### src/rtl/instr_fetch_unit_pkg.sv
// Shared widths, PC step and entry layout for the instruction fetch unit.
package instr_fetch_unit_pkg;

   localparam int unsigned INSTR_W = 32;
   localparam int unsigned ADDR_W  = 32;

   localparam logic [ADDR_W-1:0] PC_STEP          = 32'd4;
   localparam logic [ADDR_W-1:0] DEFAULT_RESET_PC = 32'h0000_0000;

   typedef struct packed {
      logic [INSTR_W-1:0] instr;
      logic [ADDR_W-1:0]  pc;
   } fetch_entry_t;

endpackage

### src/rtl/instr_fetch_unit_fetch_fifo.sv
// Synchronous FIFO of fetched words; flush takes priority over push and pop.
module instr_fetch_unit_fetch_fifo
   import instr_fetch_unit_pkg::*;
#(
   parameter int unsigned DEPTH = 4,
   parameter int unsigned WIDTH = INSTR_W + ADDR_W,
   localparam int unsigned CNT_W = $clog2(DEPTH) + 1
) (
   input  logic             clk,
   input  logic             Reset,
   input  logic             flush,
   input  logic             push,
   input  logic             pop,
   input  logic [WIDTH-1:0] wdata,
   output logic [WIDTH-1:0] rdata,
   output logic [CNT_W-1:0] count,
   output logic             empty,
   output logic             full
);

   localparam int unsigned PTR_W = $clog2(DEPTH);

   logic [WIDTH-1:0] mem [DEPTH];
   logic [PTR_W-1:0] rd_ptr;
   logic [PTR_W-1:0] wr_ptr;

   // Storage is reset too so the head output is never X after reset.
   always_ff @(posedge clk or posedge Reset) begin
      if (Reset) begin
         rd_ptr <= '0;
         wr_ptr <= '0;
         count  <= '0;
         for (int i = 0; i < int'(DEPTH); i++) begin
            mem[i] <= '0;
         end
      end else if (flush) begin
         rd_ptr <= '0;
         wr_ptr <= '0;
         count  <= '0;
      end else begin
         if (push) begin
            mem[wr_ptr] <= wdata;
            wr_ptr      <= wr_ptr + PTR_W'(1);
         end
         if (pop) begin
            rd_ptr <= rd_ptr + PTR_W'(1);
         end
         count <= count + CNT_W'(push) - CNT_W'(pop);
      end
   end

   always_comb begin
      rdata = mem[rd_ptr];
      empty = (count == '0);
      full  = (count == CNT_W'(DEPTH));
   end

endmodule

### src/rtl/instr_fetch_unit.sv
// Fetch PC, credit-limited request issue to instruction memory, response
// buffering and redirect squashing for the single-cycle datapath.
module instr_fetch_unit
   import instr_fetch_unit_pkg::*;
#(
   parameter int unsigned      DEPTH    = 4,
   parameter logic [ADDR_W-1:0] RESET_PC = DEFAULT_RESET_PC
) (
   input  logic               clk,
   input  logic               Reset,
   output logic               imem_req,
   output logic [ADDR_W-1:0]  imem_addr,
   input  logic               imem_gnt,
   input  logic               imem_rvalid,
   input  logic [INSTR_W-1:0] imem_rdata,
   output logic [INSTR_W-1:0] Instr,
   output logic [ADDR_W-1:0]  InstrPC,
   output logic               InstrValid,
   input  logic               InstrReady,
   input  logic               Redirect,
   input  logic [ADDR_W-1:0]  RedirectPC
);

   localparam int unsigned OUT_W = $clog2(DEPTH + 1);
   localparam int unsigned CNT_W = $clog2(DEPTH) + 1;

   logic [ADDR_W-1:0] fetch_pc;
   logic [ADDR_W-1:0] resp_pc;
   logic [OUT_W-1:0]  outstanding;
   logic [OUT_W-1:0]  outstanding_next;
   logic [OUT_W-1:0]  drop_cnt;
   logic [CNT_W-1:0]  fifo_count;
   logic              fifo_empty;
   logic              fifo_full;
   logic              credit_ok;
   logic              accept;
   logic              resp;
   logic              push;
   logic              pop;
   fetch_entry_t      push_entry;
   fetch_entry_t      head_entry;

   // Buffered plus in-flight words never exceed DEPTH, so a push always has room.
   always_comb begin
      credit_ok        = (32'(fifo_count) + 32'(outstanding)) < DEPTH;
      imem_req         = !Reset && !Redirect && credit_ok;
      imem_addr        = fetch_pc;
      accept           = imem_req && imem_gnt;
      resp             = imem_rvalid && (outstanding != '0);
      push             = resp && (drop_cnt == '0) && !Redirect;
      pop              = !fifo_empty && InstrReady && !Redirect;
      outstanding_next = outstanding + OUT_W'(accept) - OUT_W'(resp);
      push_entry.instr = imem_rdata;
      push_entry.pc    = resp_pc;
      Instr            = head_entry.instr;
      InstrPC          = head_entry.pc;
      InstrValid       = !fifo_empty;
   end

   always_ff @(posedge clk or posedge Reset) begin
      if (Reset) begin
         fetch_pc    <= RESET_PC;
         resp_pc     <= RESET_PC;
         outstanding <= '0;
         drop_cnt    <= '0;
      end else begin
         outstanding <= outstanding_next;
         if (Redirect) begin
            fetch_pc <= RedirectPC;
            resp_pc  <= RedirectPC;
            // Everything still in flight after this cycle belongs to the old path.
            drop_cnt <= outstanding_next;
         end else begin
            if (accept) begin
               fetch_pc <= fetch_pc + PC_STEP;
            end
            if (push) begin
               resp_pc <= resp_pc + PC_STEP;
            end
            if (resp && (drop_cnt != '0)) begin
               drop_cnt <= drop_cnt - OUT_W'(1);
            end
         end
      end
   end

   instr_fetch_unit_fetch_fifo #(
      .DEPTH (DEPTH),
      .WIDTH (INSTR_W + ADDR_W)
   ) u_fetch_fifo (
      .clk   (clk),
      .Reset (Reset),
      .flush (Redirect),
      .push  (push),
      .pop   (pop),
      .wdata (push_entry),
      .rdata (head_entry),
      .count (fifo_count),
      .empty (fifo_empty),
      .full  (fifo_full)
   );

   a_rvalid_expected: assert property (@(posedge clk) disable iff (Reset)
      imem_rvalid |-> (outstanding != '0));

   a_no_overflow: assert property (@(posedge clk) disable iff (Reset)
      (push && !pop) |-> !fifo_full);

   a_drop_bounded: assert property (@(posedge clk) disable iff (Reset)
      drop_cnt <= outstanding);

endmodule

### config.mk
export PLATFORM = sky130hd
export DESIGN_NAME = instr_fetch_unit
export DESIGN_NICKNAME = d
export VERILOG_FILES = /design/src/rtl/instr_fetch_unit_pkg.sv /design/src/rtl/instr_fetch_unit_fetch_fifo.sv /design/src/rtl/instr_fetch_unit.sv
export SDC_FILE = /design/constraint.sdc
export NUM_CORES = 1
export LEC_CHECK = 0
export ABC_AREA = 1
export CAP_MARGIN = 10
export CORE_UTILIZATION = 35
export DETAILED_ROUTE_END_ITERATION = 8
export PLACE_DENSITY = 0.61
export SLEW_MARGIN = 20
export SYNTH_ARGS = -nofsm -noshare
export SYNTH_HDL_FRONTEND = slang
export SYNTH_SLANG_ARGS = --single-unit
### constraint.sdc
create_clock -name clk -period 28.4 [get_ports clk]
set_input_delay 4.26 -clock clk [delete_from_list [all_inputs] [get_ports clk]]
set_output_delay 4.26 -clock clk [all_outputs]
set_load 0.02 [all_outputs]
# == Yosys cells after proc, flatten, opt, wreduce, memory -nomap -nowiden ==
# Cells that the tools add are included.
# word_totals
reg_bits,333
inputBits,70
out_inout_bits,98
# classes
n_lt_le_gt_ge,4
muxes,17
n_addsub,10
reduce_logical,22
bitwise_logic,3
# ops
operator,count
$bwmux 256,1
$mux 64,3
$bmux 64 s2,1
$demux 64 s2,1
$mux 32,4
$add 32x3->32 const B,2
$logic_and 1x1->1,10
$mux 3,3
$mux 2,4
$reduce_bool 2->1,4
$add 3x1->3,2
$ge 3x3->1 const B,2
$logic_not 3->1,2
$not 2->3,2
$reduce_bool 3->1,2
$sub 3x1->3,2
$add 2x1->2 const B,2
$add 3x3->4,1
$lt 4x3->1 const B,1
$logic_not 1->1,3
$lt 3x1->1 const B,1
$sub 3x1->3 const B,1
$reduce_and 2->1,1
$not 1->1,1

# == Longest topological paths before layout ==
# depth
depth_word,7
depth_mapped,13

# == By module ==
# A second synthesis with hierarchy kept.
# unflattened
cells_unflattened,2153
area_unflattened_um2,16761.1
# modules_own_cells
module,instances,cells_each,area_per_inst_um2
instr_fetch_unit_fetch_fifo,1,1431,11878.9
instr_fetch_unit,1,722,4882.2

# == Least setup slack after synthesis ==
# No wires, ideal clock.
# synth_path
path_kind,input-to-output
from,in Reset
to,out imem_req
t_required_ns,24.140
stages,3
slack_ns,12.095
arrival_time_ns,12.045
n_path_buf,0
path_cell_list,inv_1 > nand3b_1 > nor2_2
# synth_via
elab_chain_cells,3
# synth_rtl
item,line,text
start: declaration,instr_fetch_unit.sv:10,"input logic Reset,"
$logic_not 1->1 (no line),-,
$logic_and 1x1->1 (2 in a row),instr_fetch_unit.sv:46,imem_req = !Reset && !Redirect && credit_ok;
end: declaration,instr_fetch_unit.sv:11,"output logic imem_req,"
# No other way between the ends.

# == Worst setup path in the final report ==
# Same ends and word-level chain as after synthesis.

==> metrics.yaml <==
clocking:
  cts_tree: "done"
  cts_root_buf: "clkbuf_16"
  cts.clk_slew.worst_paths_ps: 60
  hold_buffers: 0
  postCtsSetupRepairBufs: 0
  numCtsBuffers: 40
  htree_levels: 2
  worstSkewPairLatency_ps: 550
  cts_sinks: 333
  cts_resized: 0
  cts.path.max_buffers: 3
sta:
  fin_crit_ps: 10480
  fin_skew_ps: 11.51
  period_share_pct: 36.90
  timing.setup.tns_ps: 0
  slew_headroom_pct: 27.52
  timing.final.ws_setup_ps: 17920
  hold_violations: 0
  drv_slew: 0
  rsz0062_at_grt: "false"
  setup_violations: 0
  worst_slew_pin_slew_ps: 1087
  max_freq_mhz: 95.43
setup_path:
  path_cells: "clkdlybuf4s50_1 -> inv_8 -> nand3b_1 -> nor2_2 -> clkdlybuf4s50_1"
  worst_setup_path_start_kind: "input pin"
  worstPathRequired_ps: 24140
  crit_slowest_cell: "clkdlybuf4s50_1"
  rr_startpoint: "outstanding[1]$_DFF_PP0_"
  max_stage_delay_ps: 610
  r2r_end: "u_fetch_fifo.mem[89]$_DFFE_PP0P_"
  cp.arrival_ps: 6220
  endpoint_kind: "output port"
  crit_fanout: 91
  cp_common_cell: "clkdlybuf4s50_1"
  critPathTopFamily: "buffers and inverters"
  r2r_slack_ps: 25590
  crit_type: "in -> out"
  rr_worst_depth: 8
  worstPathBufferInverterCount: 3
power:
  power_uw: 1864
  ir_drop_uv: 65.40
  power.density_mw_per_mm2: 95.50
  p_leak_uw: 0.008950
finish:
  drive_gt1_share_pct: 8.251
  final_nets: 2178
  final_common_cell: "nand2_1"
  nFillCells: 4630
  final_util_pct: 41.92
  fin_cells: 2728
  syn2layout_area_growth_pct: 17.91
  layout.cells.most_common_list: "nand2_1, dfrtp_1, nor2_1, o21ai_1, o21ai_0"
  num_antenna_cells: 0
detailed_routing:
  first_pass_iters: 6
  num_vias: 13980
  ant_nets: 0
  routed_via_density: 5.124
  wl_per_cell_um: 16.47
  drt_iter0_markers: 1132
  wl_mm: 44.92
  drcViolationCount: 0
logic_synthesis:
  synth_cell_type_count: 37
  syn_avg_cell_area_um2: 8.339
  syn-cell-area_mm2: 0.01655
  ys_ff_latch: 333
  syn-num-nets: 2071
  netlist_instances: 1985
  synthArstFlopShare_pct: 100.0
  synth_warnings: 0
  synth-edff-count: 0
  yosysSeqAreaShare_pct: 50.34
  yosys_most_used_dff: "dfrtp_1"
placement:
  dp.cells: 2657
  hpwlAfterDp_mm: 27.95
  portBuffers: 167
  pre_cts_ws_ps: 17860
  globalplace.congestion: 0.9059
floorplan:
  die_w_um: 219.5
  pin_count: 168
  die_h_um: 219.5
  core_mm2: 0.04656
  initial_core_util_pct: 35.55
  num_rows: 79
  die_area_mm2: 0.04816
grt:
  grt_overflow: 0
  grt_pass1_wl_mm: 72.60
  grt_max_degree: 180
  antenna_found_initial: 0
  grt_pass1_vias: 13450
  grt_usage_pct: 18.92
hold_path:
  min_from: "u_fetch_fifo.mem[71]$_DFFE_PP0P_"
  hold_depth: 2
  worst_hold_path.endpoint: "u_fetch_fifo.mem[71]$_DFFE_PP0P_"
  hold_path_class: "reg -> reg"
run_status:
  status: "completed"
run:
  cap_violations: 0
==> logic make-up (layout without fill, tap and decap cells) <==
logic type      Yosys count  in the layout  share of synthesized area (%)
compound gates          532            532                          18.52
xor+xnor                 24             24                          1.270
fa+ha+maj                16             16                          1.300
buf+inv                 259            395                          8.398
flops                   333            333                          50.34
simple gates            821            821                          20.17
==> power breakdown <==
part | leakage [uW] | switching (uW) | internal, uW
logic | 0.00391 | 411 | 288
registers | 0.00441 | 81.7 | 589
clock network | 0.000631 | 201 | 294
total | 0.00895 | 693 | 1170
==> through the flow <==
step           instance area (um2)  hold WS, ps
2_1_floorplan                16550        449.6
3_3_place_gp                 18250        459.3
3_5_place_dp                 18250        462.8
4_1_cts                      19520        477.0
5_1_grt                      19520        492.2
6_report                     19520        476.2
==> tightest hold or removal path, delay by kind of cell, from the launching register on <==
| family | cells | cell delay (ps) |
|---|---|---|
| flip-flops | 1 | 340 |
| AO/OA/AOI/OAI | 1 | 50 |
| AND/OR/NAND/NOR | 1 | 60 |
==> layout make-up <==
class	count	area [um2]	share of cell area (%)
Clock buffer	58	1170	5.994
Inverter	146	561.8	2.879
Timing Repair Buffer	178	1762	9.027
Clock inverter	13	96.34	0.4937
Sequential cell	333	8338	42.72
Tap cell	607	759.5	3.892
Multi-Input combinational cell	1393	6829	34.99
==> registers in the layout (all words and copies together), names as in the netlist <==
register	cells
imem_addr	32
resp_pc	32
u_fetch_fifo.count	3
u_fetch_fifo.rd_ptr	2
outstanding	3
u_fetch_fifo.mem	256
drop_cnt	3
u_fetch_fifo.wr_ptr	2
==> how the worst max path moves through the flow <==
| stage | startpoint | to | slack [ps] | depth (start not counted) |
|---|---|---|---|---|
| after floorplan | Reset | imem_req | 12100 | 3 |
| after global placement | Reset | imem_req | 17810 | 5 |
| after detailed placement | Reset | imem_req | 17860 | 5 |
| after CTS | Reset | imem_req | 17880 | 5 |
| after global routing | Reset | imem_req | 17740 | 5 |
| final | Reset | imem_req | 17920 | 5 |
==> cells in the mapped netlist (4+ instances only) <==
library cell	n	share of area, %
nor2_2	6	0.23
nand2_1	517	12
nand2_4	4	0.27
o21ai_2	69	3.7
o21ai_1	187	5.7
nor3_1	7	0.21
a21oi_1	13	0.39
ha_1	14	1.1
buf_2	15	0.45
clkbuf_1	41	0.93
o22ai_1	64	2.4
nor2_4	4	0.27
o21ai_0	172	5.2
nor2_1	200	4.5
nand2_2	4	0.15
buf_1	4	0.091
inv_1	141	3.2
buf_6	52	3.5
xnor2_1	4	0.21
o211ai_1	19	0.86
dfrtp_1	333	50
nand4_1	11	0.42
o21bai_1	5	0.23
xor2_1	20	1.1
nand3_1	61	1.8
==> layer usage <==
layer	GRT usage (%)	part of all wire, %	vias to the layer above
met5	0	0	-
met4	6.296	2.4	0
met3	3.106	6.5	69
met2	29.67	45	460
met1	26.45	46	6678
li1	-	-	6771
Power figures use the tool's default switching activity.
